===== config.mk =====
export PLATFORM = sky130hd
export DESIGN_NAME = jts16_rowscr_fetch
export DESIGN_NICKNAME = d
export VERILOG_FILES = /design/src/rtl/jts16_rowscr_pkg.sv /design/src/rtl/jts16_rowscr_fetch.sv
export SDC_FILE = /design/constraint.sdc
export NUM_CORES = 1
export LEC_CHECK = 0
export BUFFER_PORTS_ARGS = -buffer_cell sky130_fd_sc_hd__buf_2
export CORE_ASPECT_RATIO = 1.4
export CORE_MARGIN = 5
export CORE_UTILIZATION = 50
export CTS_BUF_LIST = sky130_fd_sc_hd__clkbuf_16
export DETAILED_ROUTE_END_ITERATION = 10
export PLACE_DENSITY = 0.91
export RECOVER_POWER = 100
export REMOVE_ABC_BUFFERS = 1
export SLEW_MARGIN = 20
export SYNTH_ARGS = -nofsm -noshare
export SYNTH_HDL_FRONTEND = slang
export SYNTH_SLANG_ARGS = --single-unit

===== constraint.sdc =====
create_clock -name clk -period 1.9 [get_ports clk]
set_input_delay 0.095 -clock clk [delete_from_list [all_inputs] [get_ports clk]]
set_output_delay 0.095 -clock clk [all_outputs]
set_load 0.01 [all_outputs]

===== src/rtl/jts16_rowscr_pkg.sv =====
// Shared definitions for the System 16B row-scroll fetch scheduler:
// FSM state encoding, default row-table base addresses, row-index width
// and the table address helper.
package jts16_rowscr_pkg;

    typedef enum logic [1:0] {
        ST_IDLE   = 2'd0,
        ST_REQ1   = 2'd1,
        ST_REQ2   = 2'd2,
        ST_COMMIT = 2'd3
    } state_t;

    localparam logic [10:0] RBASE1_DEF = 11'h7C0;
    localparam logic [10:0] RBASE2_DEF = 11'h7E0;
    localparam int          ROW_W      = 5;

    // Table entry address: base plus row, truncated to 11 bits.
    function automatic logic [10:0] row_addr(input logic [10:0] base,
                                             input logic [ROW_W-1:0] row);
        return base + {{(11-ROW_W){1'b0}}, row};
    endfunction

endpackage


===== src/rtl/jts16_rowscr_fetch.sv =====
// Row-scroll fetch scheduler. At each h-blank start it reads the per-row
// h-scroll words of layers 1 and 2 from char RAM (req/ok handshake) and
// publishes both effective h-scroll values together in one COMMIT cycle.
module jts16_rowscr_fetch
    import jts16_rowscr_pkg::*;
#(
    parameter logic [10:0] RBASE1 = RBASE1_DEF,
    parameter logic [10:0] RBASE2 = RBASE2_DEF
)(
    input  logic        clk,
    input  logic        rst,
    input  logic        hstart,
    input  logic [8:0]  vnext,
    input  logic        rowscr1_en,
    input  logic        rowscr2_en,
    input  logic [15:0] scr1_hpos,
    input  logic [15:0] scr2_hpos,
    output logic [10:0] ram_addr,
    output logic        ram_req,
    input  logic        ram_ok,
    input  logic [15:0] ram_dout,
    output logic [9:0]  scr1_heff,
    output logic [9:0]  scr2_heff,
    output logic        busy,
    output logic        late
);

    state_t             r_state,   w_state;
    logic [ROW_W-1:0]   r_row,     w_row;
    logic               r_en2,     w_en2;
    logic [9:0]         r_shadow1, w_shadow1;
    logic [9:0]         r_shadow2, w_shadow2;
    logic [9:0]         r_heff1,   w_heff1;
    logic [9:0]         r_heff2,   w_heff2;
    logic [10:0]        r_addr,    w_addr;
    logic               r_req,     w_req;
    logic               r_busy,    w_busy;
    logic               r_late,    w_late;

    logic               w_start;
    logic               w_abort;
    logic               w_grant;
    logic [ROW_W-1:0]   w_vrow;
    logic               w_unused;

    assign w_grant  = r_req & ram_ok;
    assign w_vrow   = vnext[7:3];
    assign w_unused = ^{vnext[8], vnext[2:0], scr1_hpos[15:10],
                        scr2_hpos[15:10], ram_dout[15:10]};

    // Next-state and next-register logic for the fetch sequence.
    always_comb begin
        w_state   = r_state;
        w_row     = r_row;
        w_en2     = r_en2;
        w_shadow1 = r_shadow1;
        w_shadow2 = r_shadow2;
        w_heff1   = r_heff1;
        w_heff2   = r_heff2;
        w_addr    = r_addr;
        w_req     = r_req;
        w_busy    = r_busy;
        w_late    = r_late;
        w_start   = 1'b0;
        w_abort   = 1'b0;

        case (r_state)
            ST_IDLE: begin
                if (hstart) begin
                    w_start = 1'b1;
                end else begin
                    w_start = 1'b0;
                end
            end
            ST_REQ1: begin
                if (hstart) begin
                    w_start = 1'b1;
                    w_abort = 1'b1;
                end else if (w_grant) begin
                    w_shadow1 = ram_dout[9:0];
                    if (r_en2) begin
                        w_state = ST_REQ2;
                        w_addr  = row_addr(RBASE2, r_row);
                        w_req   = 1'b1;
                    end else begin
                        w_state = ST_COMMIT;
                        w_req   = 1'b0;
                    end
                end else begin
                    // Holds the request; also raises it on the first cycle after an abort.
                    w_addr = row_addr(RBASE1, r_row);
                    w_req  = 1'b1;
                end
            end
            ST_REQ2: begin
                if (hstart) begin
                    w_start = 1'b1;
                    w_abort = 1'b1;
                end else if (w_grant) begin
                    w_shadow2 = ram_dout[9:0];
                    w_state   = ST_COMMIT;
                    w_req     = 1'b0;
                end else begin
                    w_addr = row_addr(RBASE2, r_row);
                    w_req  = 1'b1;
                end
            end
            ST_COMMIT: begin
                if (hstart) begin
                    w_start = 1'b1;
                    w_abort = 1'b1;
                end else begin
                    w_heff1 = r_shadow1;
                    w_heff2 = r_shadow2;
                    w_busy  = 1'b0;
                    w_state = ST_IDLE;
                end
            end
            default: begin
                w_state = ST_IDLE;
                w_req   = 1'b0;
                w_busy  = 1'b0;
            end
        endcase

        // A new line starts here, whether from IDLE or by aborting a running one.
        if (w_start) begin
            w_row  = w_vrow;
            w_en2  = rowscr2_en;
            w_busy = 1'b1;
            if (w_abort) begin
                w_late = 1'b1;
            end else begin
                w_late = r_late;
            end
            if (rowscr1_en) begin
                w_shadow1 = r_shadow1;
            end else begin
                w_shadow1 = scr1_hpos[9:0];
            end
            if (rowscr2_en) begin
                w_shadow2 = r_shadow2;
            end else begin
                w_shadow2 = scr2_hpos[9:0];
            end
            // After an abort the request drops for one cycle before re-asserting.
            if (rowscr1_en) begin
                w_state = ST_REQ1;
                w_addr  = row_addr(RBASE1, w_vrow);
                w_req   = ~w_abort;
            end else if (rowscr2_en) begin
                w_state = ST_REQ2;
                w_addr  = row_addr(RBASE2, w_vrow);
                w_req   = ~w_abort;
            end else begin
                w_state = ST_COMMIT;
                w_req   = 1'b0;
            end
        end else begin
            w_row = w_row;
        end
    end

    // State and datapath registers with asynchronous reset.
    always_ff @(posedge clk or posedge rst) begin
        if (rst) begin
            r_state   <= ST_IDLE;
            r_row     <= {ROW_W{1'b0}};
            r_en2     <= 1'b0;
            r_shadow1 <= 10'd0;
            r_shadow2 <= 10'd0;
            r_heff1   <= 10'd0;
            r_heff2   <= 10'd0;
            r_addr    <= 11'd0;
            r_req     <= 1'b0;
            r_busy    <= 1'b0;
            r_late    <= 1'b0;
        end else begin
            r_state   <= w_state;
            r_row     <= w_row;
            r_en2     <= w_en2;
            r_shadow1 <= w_shadow1;
            r_shadow2 <= w_shadow2;
            r_heff1   <= w_heff1;
            r_heff2   <= w_heff2;
            r_addr    <= w_addr;
            r_req     <= w_req;
            r_busy    <= w_busy;
            r_late    <= w_late;
        end
    end

    assign ram_addr  = r_addr;
    assign ram_req   = r_req;
    assign scr1_heff = r_heff1;
    assign scr2_heff = r_heff2;
    assign busy      = r_busy;
    assign late      = r_late;

endmodule

==> results.sh <==
export IMPL_status="finished, final reports clean"
export IMPL_cts_buffers_inserted=9
export IMPL_portBuffers=74
export IMPL_clkLatencyLatePin_ns=0.32
export IMPL_cts_tree="yes"
export IMPL_slowest_stage="dfrtp_1"
export IMPL_io_pin_count=97
export IMPL_maxCapViolations=0
export IMPL_timing_final_hold_violations=0
export IMPL_grt_antenna_before_repair=0
export IMPL_first_pass_iters=5
export IMPL_via_per_inst=5.239
export IMPL_final_area_sq_um=3475
export IMPL_route_detailed_drc=0
export IMPL_hpwlAfterDp_mm=4.404
export IMPL_critPathMaxStageDelay_ns=0.44
export IMPL_hold_class="primary input to flip-flop"
export IMPL_grt_remaining_overflow=0
export IMPL_fin_crit_sh_pct=92.35
export IMPL_drtIter0Drc=78
export IMPL_grt_pass1_wl_mm=10.18
export IMPL_r2r_slack_ns=0.15
export IMPL_crit_end="ram_addr[8]"
export IMPL_final_cell_mix="62 x dfrtp_1, 39 x buf_2, 36 x clkbuf_1"
export IMPL_grt_total_usage_pct=18.42
export IMPL_crit_chain="inv_1, ha_2, nand2b_4, o32ai_4, or2_4, a21o_1"
export IMPL_power_density_nw_per_um2=1557
export IMPL_peakVddDrop_mv=0.9592
export IMPL_drive_gt1_share_pct=30.15
export IMPL_regToRegEndpoint="ram_addr[8]"
export IMPL_worstReg2RegStart="r_state[1]"
export IMPL_stdcell_count=393
export IMPL_synth_area_leaders="dfrtp_1 56%, mux2_2 11%, a21oi_1 4.9%"
export IMPL_placed_area_sq_um=3211
export IMPL_placed_cells=376
export IMPL_antenna_left=0
export IMPL_yosysTopAreaCellShare_pct=55.91
export IMPL_cp_end_kind="flip-flop"
export IMPL_cts_root_buf="clkbuf_16"
export IMPL_leakagePower_nw=1.576
export IMPL_vias=2059
export IMPL_rsz0062_at_grt="false"
export IMPL_crit_fanout=6
export IMPL_synth_distinct_cells=33
export IMPL_yosysWarningCount=0
export IMPL_dieArea_sq_um=7162
export IMPL_start_kind="flip-flop"
export IMPL_grt_pass1_vias=2257
export IMPL_seq_area_frac_synth_pct=55.91
export IMPL_globalplace_congestion=0.8093
export IMPL_core_sq_um=5445
export IMPL_nNetsFinal=388
export IMPL_finalMaxSlewViolations=0
export IMPL_wirelength_mm=5.946
export IMPL_tns_ns=0
export IMPL_critical_path_required_ns=2.16
export IMPL_antenna_cells=0
export IMPL_fin_worst_skew_ns=0.004472
export IMPL_fmax_ghz=0.5699
export IMPL_ys_ff_latch=62
export IMPL_post_cts_buffers=0
export IMPL_maxSlewHeadroom_pct=34.10
export IMPL_htreeDepth=3
export IMPL_reg2regPathDepth=6
export IMPL_layout_setup_ws_ns=0.1454
export IMPL_setup_viol=0
export IMPL_worstSetupPathType="flip-flop to flip-flop"
export IMPL_die_h_um=98.15
export IMPL_synth_top_cell_by_area="dfrtp_1"
export IMPL_start_util_pct=50.97
export IMPL_area_growth_pct=25.20
export IMPL_clockBufferDepth=2
export IMPL_grt_max_degree=41
export IMPL_fp_row_count=32
export IMPL_numClockSinks=62
export IMPL_synthCells=242
export IMPL_die_x_um=72.97
export IMPL_netlist_area_sq_um=2775
export IMPL_cts_clk_slew_worst_paths_ns=0.05
export IMPL_syn_avg_cell_area_sq_um=11.47
export IMPL_timing_final_crit_period_ns=1.755
export IMPL_wl_per_cell_um=15.13
export IMPL_worst_ep_arrival_time_ns=2.01
export IMPL_tightest_slew_ns=0.9884
export IMPL_startpoint="r_state[1]"
export IMPL_layout_commonest_cell="dfrtp_1"
export IMPL_dpl_worst_slack_ns=0.02312
-- report_power, final --
group | leakage (nW) | internal, mW | total [mW] | switching, mW
Sequential | 0.749 | 1.79 | 2.07 | 0.278
Combinational | 0.686 | 0.781 | 1.75 | 0.967
Clock | 0.142 | 1.01 | 1.59 | 0.579
-- sequential cells by signal, summed over array words and instances (netlist names) --
register,flops
late,1
r_state,2
scr1_heff,10
r_row,5
r_shadow1,10
ram_addr,11
busy,1
scr2_heff,10
r_en2,1
r_shadow2,10
ram_req,1
-- cells in the mapped netlist, drive strengths merged --
cell type   n
dfrtp      62
mux2       29
a21oi      27
o21ai      24
nand2      22
buf        12
nor2b      10
nor2        9
a21o        8
a32oi       6
inv         6
ha          5
mux2i       3
nand2b      3
nand3b      3
a211oi      1
a21bo       1
and2        1
and3b       1
clkbuf      1
nand3       1
nor3        1
o21a        1
o22ai       1
o31a        1
o32ai       1
or2         1
or2b        1
-- cell type report --
cell class,count,area [sq um]
Clock inverter,7,72.57
Clock buffer,9,225.2
Multi-Input combinational cell,161,1140
Tap cell,68,85.08
Sequential cell,62,1551
Inverter,6,22.52
Timing Repair Buffer,80,377.9
Fill cell,469,1971
-- repair_timing --
| action | 4_1_cts | 5_1_grt |
|---|---|---|
| endpoints found under the setup margin | 0 | 17 |
| hold endpoints to repair | 22 | 0 |
| hold buffers | 1 | 0 |
| resized for setup | 0 | 4 |
-- stage by stage --
stage                     total power, mW  hold WS, ns  utilization (%)
after detailed placement            3.900       0.1566            58.96
final                               5.410      0.02464            63.81
after floorplan                     3.222       0.1737                -
after global placement              3.784       0.1521            58.96
after CTS                           5.515      0.02024            64.61
after global routing                5.774      0.02387            63.81
-- worst max-delay path, delay by kind of cell (launching register included) --
family | cells | cell delay (ns)
adder cells (fa/ha/maj) | 1 | 0.42
flip-flops | 1 | 0.44
buffers and inverters | 1 | 0.11
AO/OA/AOI/OAI | 2 | 0.42
AND/OR/NAND/NOR | 2 | 0.30
-- cells by family (layout without fill, tap and decap cells) --
| logic type | after synthesis | after routing | synth area share, % |
|---|---|---|---|
| mux | 32 | 32 | 12.85 |
| compound gates | 71 | 71 | 15.87 |
| buf+inv | 19 | 102 | 3.336 |
| fa+ha+maj | 5 | 5 | 2.254 |
| simple gates | 53 | 53 | 9.783 |
| flops | 62 | 62 | 55.91 |
-- worst min path at each step --
stage,start,end,slack (ns),depth (start not counted)
finish,vnext[5],r_row[2],0.02,2
floorplan,rowscr1_en,ram_addr[5],0.17,1
global route,vnext[3],r_row[0],0.02,2
global placement,rst,ram_addr[7],0.15,2
CTS,vnext[3],r_row[0],0.02,2
detailed placement,rst,ram_addr[7],0.16,2
-- routing by layer --
layer / share of wire, % / global-route usage [%] / up-vias
li1: - / - / 1008
met3: 8.0 / 6.900 / 9
met4: 1.6 / 8.239 / 0
met5: 0 / 0 / -
met1: 38 / 20.82 / 984
met2: 52 / 30.46 / 58
(Power assumes the default switching activity.)
